[src/rtl/multicycle_control_fsm.sv]
// Sequencer for the shared-ALU, shared-memory multi-cycle MIPS datapath.
// Define ILLEGAL_OP_TRAP_EN to trap unknown opcodes into HALT.
module multicycle_control_fsm #(
  parameter int MEM_TIMEOUT = 15
) (
  input  logic       clk,
  input  logic       rst,
  input  logic [5:0] Opcode,
  input  logic [5:0] Funct,
  input  logic       MemReady,
  output logic       MemReq,
  output logic       IorD,
  output logic       MemWrite,
  output logic       IRWrite,
  output logic       PCWrite,
  output logic       Branch,
  output logic [1:0] PCSrc,
  output logic       ALUSrcA,
  output logic [1:0] ALUSrcB,
  output logic [2:0] ALUControl,
  output logic       RegDst,
  output logic       MemtoReg,
  output logic       RegWrite,
  output logic       BusErr,
  output logic [3:0] State
);

  typedef enum logic [3:0] {
    FETCH    = 4'd0,
    DECODE   = 4'd1,
    MEMADR   = 4'd2,
    MEMREAD  = 4'd3,
    MEMWB    = 4'd4,
    MEMWRITE = 4'd5,
    EXECUTE  = 4'd6,
    ALUWB    = 4'd7,
    BRANCH   = 4'd8,
    ADDIEXEC = 4'd9,
    ADDIWB   = 4'd10,
    JUMP     = 4'd11,
    HALT     = 4'd12
  } state_t;

  localparam logic [5:0] OP_LW   = 6'b100011;
  localparam logic [5:0] OP_SW   = 6'b101011;
  localparam logic [5:0] OP_RTYP = 6'b000000;
  localparam logic [5:0] OP_BEQ  = 6'b000100;
  localparam logic [5:0] OP_ADDI = 6'b001000;
  localparam logic [5:0] OP_J    = 6'b000010;

  localparam logic [7:0] TMO = 8'(MEM_TIMEOUT);

  state_t     state_q, state_d;
  logic [7:0] cnt_q, cnt_d;
  logic       buserr_q;
  logic       in_mem, mem_wait, tmo_hit;

  assign in_mem   = (state_q == FETCH) ||
                    (state_q == MEMREAD) ||
                    (state_q == MEMWRITE);
  assign mem_wait = in_mem && !MemReady;
  assign tmo_hit  = mem_wait && (cnt_q == TMO);

  always_comb begin
    state_d = state_q;
    unique case (state_q)
      FETCH:    if (MemReady) state_d = DECODE;
      DECODE: begin
        unique case (1'b1)
          (Opcode == OP_LW),
          (Opcode == OP_SW):   state_d = MEMADR;
          (Opcode == OP_RTYP): state_d = EXECUTE;
          (Opcode == OP_BEQ):  state_d = BRANCH;
          (Opcode == OP_ADDI): state_d = ADDIEXEC;
          (Opcode == OP_J):    state_d = JUMP;
`ifdef ILLEGAL_OP_TRAP_EN
          default:             state_d = HALT;
`else
          default:             state_d = FETCH;
`endif
        endcase
      end
      MEMADR:   state_d = (Opcode == OP_LW) ? MEMREAD : MEMWRITE;
      MEMREAD:  if (MemReady) state_d = MEMWB;
      MEMWB:    state_d = FETCH;
      MEMWRITE: if (MemReady) state_d = FETCH;
      EXECUTE:  state_d = ALUWB;
      ALUWB:    state_d = FETCH;
      BRANCH:   state_d = FETCH;
      ADDIEXEC: state_d = ADDIWB;
      ADDIWB:   state_d = FETCH;
      JUMP:     state_d = FETCH;
      HALT:     state_d = HALT;
      default:  state_d = FETCH;
    endcase
    // A timed-out access is abandoned and the instruction refetched.
    if (tmo_hit) state_d = FETCH;
  end

  always_comb begin
    if (state_d != state_q || tmo_hit) cnt_d = 8'd0;
    else if (mem_wait)                 cnt_d = cnt_q + 8'd1;
    else                               cnt_d = cnt_q;
  end

  always_ff @(posedge clk) begin
    if (rst) begin
      state_q  <= FETCH;
      cnt_q    <= 8'd0;
      buserr_q <= 1'b0;
    end else begin
      state_q  <= state_d;
      cnt_q    <= cnt_d;
      buserr_q <= tmo_hit;
    end
  end

  always_comb begin
    MemReq     = 1'b0;
    IorD       = 1'b0;
    MemWrite   = 1'b0;
    IRWrite    = 1'b0;
    PCWrite    = 1'b0;
    Branch     = 1'b0;
    PCSrc      = 2'b00;
    ALUSrcA    = 1'b0;
    ALUSrcB    = 2'b00;
    ALUControl = 3'b010;
    RegDst     = 1'b0;
    MemtoReg   = 1'b0;
    RegWrite   = 1'b0;
    unique case (state_q)
      FETCH: begin
        MemReq  = 1'b1;
        ALUSrcB = 2'b01;
        IRWrite = MemReady;
        PCWrite = MemReady;
      end
      DECODE:   ALUSrcB = 2'b11;
      MEMADR: begin
        ALUSrcA = 1'b1;
        ALUSrcB = 2'b10;
      end
      MEMREAD: begin
        MemReq = 1'b1;
        IorD   = 1'b1;
      end
      MEMWB: begin
        MemtoReg = 1'b1;
        RegWrite = 1'b1;
      end
      MEMWRITE: begin
        MemReq   = 1'b1;
        IorD     = 1'b1;
        MemWrite = 1'b1;
      end
      EXECUTE: begin
        ALUSrcA = 1'b1;
        unique case (Funct)
          6'b100010: ALUControl = 3'b100;
          6'b101010: ALUControl = 3'b110;
          6'b011100: ALUControl = 3'b101;
          default:   ALUControl = 3'b010;
        endcase
      end
      ALUWB: begin
        RegDst   = 1'b1;
        RegWrite = 1'b1;
      end
      BRANCH: begin
        ALUSrcA    = 1'b1;
        ALUControl = 3'b100;
        PCSrc      = 2'b01;
        Branch     = 1'b1;
      end
      ADDIEXEC: begin
        ALUSrcA = 1'b1;
        ALUSrcB = 2'b10;
      end
      ADDIWB:   RegWrite = 1'b1;
      JUMP: begin
        PCSrc   = 2'b10;
        PCWrite = 1'b1;
      end
      HALT:     MemReq = 1'b0;
      default:  MemReq = 1'b0;
    endcase
  end

  assign BusErr = buserr_q;
  assign State  = state_q;

endmodule

[config.mk]
export PLATFORM = sky130hd
export DESIGN_NAME = multicycle_control_fsm
export DESIGN_NICKNAME = d
export VERILOG_FILES = /design/src/rtl/multicycle_control_fsm.sv
export SDC_FILE = /design/constraint.sdc
export NUM_CORES = 1
export LEC_CHECK = 0
export ABC_AREA = 1
export CORE_ASPECT_RATIO = 1.25
export CORE_UTILIZATION = 49
export CTS_CLUSTER_SIZE = 12
export DETAILED_ROUTE_END_ITERATION = 8
export PLACE_DENSITY_LB_ADDON = 0.08
export SYNTH_ARGS = -nofsm -noshare
export SYNTH_HDL_FRONTEND = slang
export SYNTH_SLANG_ARGS = --single-unit
[constraint.sdc]
create_clock -name clk -period 4.6 [get_ports clk]
set_clock_uncertainty 0.2 [all_clocks]
set_input_delay 0.69 -clock clk [delete_from_list [all_inputs] [get_ports clk]]
set_output_delay 0.69 -clock clk [all_outputs]
set_load 0.02 [all_outputs]
# Word-level counts from Yosys, hierarchy flattened
# Index checks and enable logic that the tools add are counted.
# W data, S select, Z words.
[op_classes]
n_eq_ne = 22
n_reduce_logical = 15
addsub = 1
muxes = 21
[op_table]
columns = ["op", "n"]
rows = [
  ["$pmux W4 S8", 1],
  ["$eq A6 B6 Y1 const B", 4],
  ["$eq A4 B4 Y1 const B", 5],
  ["$pmux W4 S5", 1],
  ["$eq A4 B3 Y1 const B", 4],
  ["$mux W4", 4],
  ["$mux W1", 9],
  ["$pmux W3 S3", 1],
  ["$add A8 B1 Y8 const B", 1],
  ["$eq A4 B2 Y1 const B", 2],
  ["$eq A8 B4 Y1 const B", 1],
  ["$reduce_or A2 Y1", 4],
  ["$eq A6 B2 Y1 const B", 1],
  ["$eq A6 B3 Y1 const B", 1],
  ["$eq A6 B4 Y1 const B", 1],
  ["$eq A6 B5 Y1 const B", 1],
  ["$logic_not A6 Y1", 1],
  ["$pmux W2 S3", 1],
  ["$pmux W3 S2", 1],
  ["$reduce_or A3 Y1", 2],
  ["$eq A4 B1 Y1 const B", 1],
  ["$logic_not A4 Y1", 1],
  ["$ne A4 B4 Y1", 1],
  ["$pmux W2 S2", 1],
  ["6 further kinds", 9],
]
[word_totals]
reg_bits = 13
elab_cells = 62
inputBits = 15
out_inout_bits = 22

# Logic depth before layout (Yosys ltp)
# Gate-level depths: netlist (run 1).
[depth]
word_depth = 9
ltp_mapped = 13
mapped_depth_nobuf = 13

# Worst setup path before layout (run 1)
# OpenSTA, ideal clock, no wires.
[synth_timing]
kind = "flip-flop to output port"
startpoint = "register state_q[3], in the netlist State[3]"
endpoint = "output port ALUControl[1]"
t_required_ns = 3.710
setup_slack_ns = 2.135
t_arrival_ns = 1.575
n_path_buf = 0
path_stages_with_launch = 6
path_cell_list = "dfxtp_1 > inv_2 > nor2_1 > inv_1 > nor2_1 > o21ai_0"
[synth_between]
elab_chain_len = 2
word_cells_on_any_way = 3
cone_classes = "2 x eq/ne; 1 x mux"
[synth_lines]
columns = ["item", "line_no", "rtl"]
rows = [
  ["start: declaration", "53", "state_t state_q, state_d;"],
  ["start signal: assignment", "112", "state_q <= state_d;"],
  ["$eq A4 B4 Y1 or $eq A4 B3 Y1 (tied branches)", "132", "unique case (state_q)"],
  ["$pmux W3 S2 *", "132", ""],
  ["end: declaration", "20", "output logic [2:0] ALUControl,"],
]
# Every way passes the cells marked *; elsewhere a longest branch is shown, timed or not.

# Worst setup path in the final report (run 1)
[layout_timing]
startpoint = "input port Funct[1]"
endpoint = "output port ALUControl[1]"
[layout_between]
elab_chain_len = 3
word_cells_on_any_way = 5
cone_classes = "3 x eq/ne; 2 x mux"
[layout_lines]
columns = ["item", "line_no", "rtl"]
rows = [
  ["start: declaration", "9", "input logic [5:0] Funct,"],
  ["$eq A6 B5 Y1 or $eq A6 B6 Y1 (tied branches)", "159", "unique case (Funct)"],
  ["$pmux W3 S3 *", "159", ""],
  ["$pmux W3 S2 *", "132", ""],
]
# Marks and branches as above.

==> impl_metrics.csv, run 1 <==
group,metric,value,unit
run_status,status,"finished clean",
placement,placed_area,1530,sq um
detailed_routing,via_per_inst,4.97,
detailed_routing,drt_pass1_iterations,5,
worst_setup_path,crit_family,"buffers and inverters",
floorplanning,core,2210,sq um
worst_setup_path,worstPathCellList,"clkdlybuf4s50_1, inv_1, nor4_1, and2_1, o21ai_0, o21ai_0, clkdlybuf4s50_1",
power_and_ir_drop,p_leak,0.000752,uW
floorplanning,dieArea,2530,sq um
yosys,syn_inst,191,
cts,cts.sinks,13,
final_layout,fillerInstances,214,
timing,tightest_slew,0.405,ns
final_layout,num_antenna_cells,0,
timing,hold_violations,0,
power_and_ir_drop,ir_worst_vdd,93.0,uV
cts,post-cts-setup-buffers,0,
worst_setup_path,path_buf_inv,3,
detailed_routing,totalWireLength,2620,um
yosys,yosysTopAreaCell,"dfxtp_1",
placement,io_buffers,36,
timing,fin_crit_sh,73.2,%
global_route,first_global_vias,1216,
placement,place_ws,1.24,ns
yosys,async_flop_share,0,%
final_layout,finalNetCount,247,
global_route,grt_max_degree,9,
detailed_routing,drtIter0Drc,12,
cts,clkTransAtPathRegs,0.08,ns
yosys,synth.area.top_cells,"dfxtp_1 23%, nand2_1 13%, nor2_1 13%",
final_layout,stdcell_area,1560,sq um
global_route,antenna_found_initial,0,
timing,setup_tns,0,ns
detailed_routing,vias,1296,
cts,root_buffer,"clkbuf_4",
worst_hold_path,hp-start,"cnt_q[7]",
worst_hold_path,hold_path.class,"reg -> reg",
timing,hold_slack,0.355,ns
yosys,syn_nets,207,
worst_setup_path,path_class,"in -> out",
worst_setup_path,cp_slowest_cell,"clkdlybuf4s50_1",
placement,place_congestion,0.860,
yosys,synth-edff-count,0,
timing,rsz0062_at_grt,"false",
cts,numCtsBuffers,3,
power_and_ir_drop,pwr_density_cell,157,nW/um^2
detailed_routing,route.detailed.wl_per_inst,10.0,um
cts,clock_latency,0.27,ns
placement,dp_hpwl,2220,um
timing,fmax,297,MHz
timing,period_minus_slack,3.37,ns
yosys,synth_common_cells,"39 x nand2_1, 38 x nor2_1, 26 x inv_1",
worst_setup_path,cp.arrival,2.48,ns
yosys,ys_ff_latch,13,
worst_setup_path,critPathMaxFanout,2,
detailed_routing,drc,0,
floorplanning,initial_utilization,51.6,%
worst_setup_path,max_stage_delay,0.64,ns
worst_setup_path,required,3.71,ns
timing,setup_slack,1.23,ns
yosys,synth.top_cell.area_share,22.8,%
yosys,avgSynthCellArea,5.97,sq um
worst_setup_path,crit_start,"Funct[1]",
cts,htree_levels,1,
final_layout,syn_to_final_growth,36.7,%
floorplanning,num_rows,19,
timing,slew_headroom,73.0,%
yosys,yosysWarnings,0,
yosys,seq_area_frac_synth,22.8,%
floorplanning,die_w,45.2,um
global_route,grt_usage,22.9,%
detailed_routing,postRouteAntennaNets,0,
worst_setup_path,worstReg2RegStart,"State[1]",
final_layout,drive_gt1_share,14.3,%
flow_run,maxCapViolCount,0,
timing,finalSetupViolCount,0,
worst_setup_path,startpoint_type,"input pin",
global_route,grt_pass1_wl,4470,um
yosys,synth-main-ff-cell,"dfxtp_1",
cts,cts_resized,0,
yosys,synth_most_common_cell,"nand2_1",
cts,hold_buffers,0,
cts,clock_path_buffers,2,
worst_setup_path,endpoint_kind,"output pin",
timing,slew_violations,0,
cts,cts_tree,"built",
yosys,synth_cell_types,27,
yosys,synthesis.area,1140,sq um
global_route,overflow,0,
floorplanning,ioPinCount,37,
floorplanning,die_y,56.0,um
[final timing paths]
path         cells after the start  slack [ns]             to
min reg2reg                      2        0.36       cnt_q[7]
min                              2        0.36       cnt_q[7]
max                              7        1.23  ALUControl[1]
max reg2reg                     12        2.63       cnt_q[4]
[layout make-up]
type	count	area, sq um	area share, %
multi-input cells	144	748	48.0
clock buffers	3	22.5	1.44
clock inverters	1	5.00	0.321
flip-flops and latches	13	260	16.7
inverters	33	125	8.02
well taps	31	38.8	2.49
repair buffers	36	360	23.1
[routing by layer]
metal | up-vias | track usage (%) | share of wire (%) | wire length [um]
met5 | - | 0 | 0 | 0
met4 | 0 | 9.96 | 2.0 | 53
met3 | 8 | 2.27 | 3.1 | 81
met2 | 26 | 44.9 | 56 | 1470
met1 | 589 | 22.1 | 39 | 1020
li1 | 673 | - | - | -
[tightest hold or removal path, stage by stage, from the launching register on]
cell,delay (ns)
dfxtp_1,0.36
xor2_1,0.07
nor2_1,0.09
[sequential cells by signal, summed over array words and instances, names as in the netlist]
signal	count
cnt_q	8
State	4
BusErr	1
[report_power, final]
group,total (uW),internal (uW),switching [uW]
Clock,67.6,32.1,35.5
Combinational,60.9,28.6,32.4
Sequential,117,114,2.80
[logic make-up after synthesis]
logic type               after synthesis  share of synthesized area [%]
AND/OR/NAND/NOR                      125                           54.1
buffers and inverters                 34                           11.6
flip-flops                            13                           22.8
AO/OA/AOI/OAI                         11                           5.04
XOR/XNOR                               7                           5.37
adder cells (fa/ha/maj)                1                           1.10
[stage by stage]
step / utilization [%] / std cells / total power, uW
final: 70.6 / 261 / 245
after CTS: 70.6 / 261 / 249
after global routing: 70.6 / 261 / 259
after global placement: 69.3 / 257 / 179
after detailed placement: 69.3 / 257 / 181
after floorplan: - / 191 / 153
[cells in the final DEF, fill, tap and decap left out]
master            n
clkbuf_4          3
nand4_1           2
xor2_1            5
nand2_4           2
nand2_1          39
inv_2             6
a31oi_1           1
nor4_1            1
nor2_1           38
a21oi_1           3
ha_1              1
inv_1            26
xnor2_1           2
and2_1            3
clkdlybuf4s50_1  36
nor3_2            1
nand2_2           7
nand3_4           3
and3_1            1
o21ai_0           6
dfxtp_1          13
nand3_2           1
clkinv_2          2
nand3_1          17
nor2_2            7
or2_2             1
nor3_1            2
o22ai_1           1
(Power assumes the default switching activity.)
==> run 2, diff against run 1 <==
Settings changed: CORE_UTILIZATION 49 to 41.
Clock period 4.6 ns to 2.9 ns, I/O delays scaled along.
==> impl_metrics.csv, run 2 (synthesis results as in run 1) <==
group,metric,value,unit
placement,place_ws,0.0774,ns
global_route,grt_pass1_wl,4460,um
cts,root_buffer,"clkbuf_4",
worst_setup_path,endpoint_kind,"output pin",
timing,setup_tns,0,ns
timing,period_minus_slack,2.78,ns
floorplanning,num_rows,21,
final_layout,fillerInstances,291,
cts,numCtsBuffers,3,
worst_setup_path,required,2.27,ns
global_route,antenna_found_initial,0,
final_layout,drive_gt1_share,14.8,%
detailed_routing,route.detailed.wl_per_inst,10.2,um
worst_setup_path,startpoint_type,"input pin",
cts,clock_path_buffers,2,
timing,tightest_slew,0.395,ns
timing,rsz0062_at_grt,"false",
power_and_ir_drop,pwr_density_cell,250,nW/um^2
detailed_routing,drt_pass1_iterations,4,
final_layout,layout.area.seq,260,sq um
placement,dp_hpwl,2310,um
global_route,grt_usage,19.2,%
worst_setup_path,worstReg2RegStart,"State[0]",
global_route,first_global_vias,1141,
timing,hold_violations,0,
detailed_routing,drc,0,
final_layout,num_antenna_cells,0,
run_status,status,"finished clean",
worst_setup_path,cp.arrival,2.14,ns
final_layout,finalNetCount,247,
placement,io_buffers,36,
floorplanning,initial_utilization,43.0,%
final_layout,multi_input_area,754,sq um
floorplanning,dieArea,3000,sq um
floorplanning,core,2650,sq um
global_route,overflow,0,
cts,clock_latency,0.27,ns
timing,setup_slack,0.122,ns
power_and_ir_drop,ir_worst_vdd,170,uV
cts,cts.sinks,13,
floorplanning,ioPinCount,37,
worst_setup_path,reg2reg_to,"cnt_q[3]",
timing,finalSetupViolCount,0,
cts,htree_levels,1,
floorplanning,die_y,61.0,um
timing,fin_crit_sh,95.8,%
cts,clkTransAtPathRegs,0.07,ns
final_layout,syn_to_final_growth,37.6,%
final_layout,layout_commonest_cell,"nand2_1",
worst_hold_path,hold_path_depth,2,
worst_hold_path,hold_path_end,"cnt_q[7]",
timing,slew_violations,0,
cts,cts_tree,"built",
placement,place_congestion,0.814,
final_layout,top_register,"cnt_q",
final_layout,mostFrequentLayoutCells,"39 x nand2_1, 38 x nor2_1, 36 x clkdlybuf4s50_1",
flow_run,maxCapViolCount,0,
worst_hold_path,hold_path.class,"reg -> reg",
worst_setup_path,path_class,"in -> out",
cts,post-cts-setup-buffers,0,
final_layout,largest_reg_flops,8,
detailed_routing,vias,1280,
worst_setup_path,critPathMaxFanout,2,
detailed_routing,via_per_inst,4.85,
worst_setup_path,r2r_slack,0.93,ns
timing,slew_headroom,73.6,%
detailed_routing,postRouteAntennaNets,0,
worst_hold_path,hp-start,"cnt_q[7]",
floorplanning,die_w,49.2,um
global_route,grt_max_degree,9,
power_and_ir_drop,p_total,392,uW
detailed_routing,totalWireLength,2680,um
power_and_ir_drop,p_leak,0.000752,uW
timing,fmax,360,MHz
worst_setup_path,r2r_cells,12,
detailed_routing,drtIter0Drc,16,
run 2: changes by cell type in the layout (fill, tap and decap cells not counted):
cell	delta
nor4_1	-1
nor4_2	+1
run 2: worst max-delay path: stages:
cell             delay (ns)
clkdlybuf4s50_1        0.47
inv_1                  0.05
nor4_2                 0.25
and2_1                 0.17
o21ai_0                0.06
o21ai_0                0.08
clkdlybuf4s50_1        0.63
run 2: power breakdown:
group	internal (uW)	switching (uW)	leakage, uW	total, uW
registers	181	4.40	0.000105	185
logic	45.5	52.7	0.000629	98.2
clock network	51.0	57.2	0.0000177	108
total	278	114	0.000752	392
run 2: worst max path at each step:
stage	depth (start not counted)	end	startpoint	slack, ns
2_1_floorplan	5	ALUControl[1]	State[3]	0.69
3_3_place_gp	7	ALUControl[1]	Funct[1]	0.13
3_5_place_dp	7	ALUControl[1]	Funct[1]	0.08
4_1_cts	7	ALUControl[1]	Funct[1]	0.07
5_1_grt	7	ALUControl[1]	Funct[1]	0.02
6_report	7	ALUControl[1]	Funct[1]	0.12
run 2: cell type report:
type	count	share of cell area [%]
Multi-Input combinational cell	144	48.0
Timing Repair Buffer	36	22.9
Sequential cell	13	16.6
Inverter	33	7.97
Tap cell	34	2.71
Clock buffer	3	1.43
Clock inverter	1	0.319
run 2: layer usage:
layer  vias up  track usage [%]  part of all wire (%)  wire [um]
met3         4             1.25                   3.5         94
met5         -                0                     0          0
met1       575             19.0                    38       1030
met4         0             10.1                   1.6         43
met2        30             39.9                    56       1510
li1        671                -                     -          -
run 2: through the flow:
step	instances	cell area, sq um	util, %	hold WS (ns)
2_1_floorplan	191	1140	-	0.294
3_3_place_gp	260	1540	57.9	0.320
3_5_place_dp	260	1540	57.9	0.328
4_1_cts	264	1560	58.9	0.349
5_1_grt	264	1570	59.2	0.376
6_report	264	1570	59.2	0.337
run 2: what timing repair did:
item | 4_1_cts | 5_1_grt
hold buffers | 0 | 0
endpoints found under the setup margin | 0 | 2
resized for setup | 0 | 1
==> run 3, diff against run 2 <==
Settings changed: CTS_CLUSTER_SIZE 12 to default.
==> results of run 3 <==
The final DEF is identical to that of run 2; final timing and power are the same.
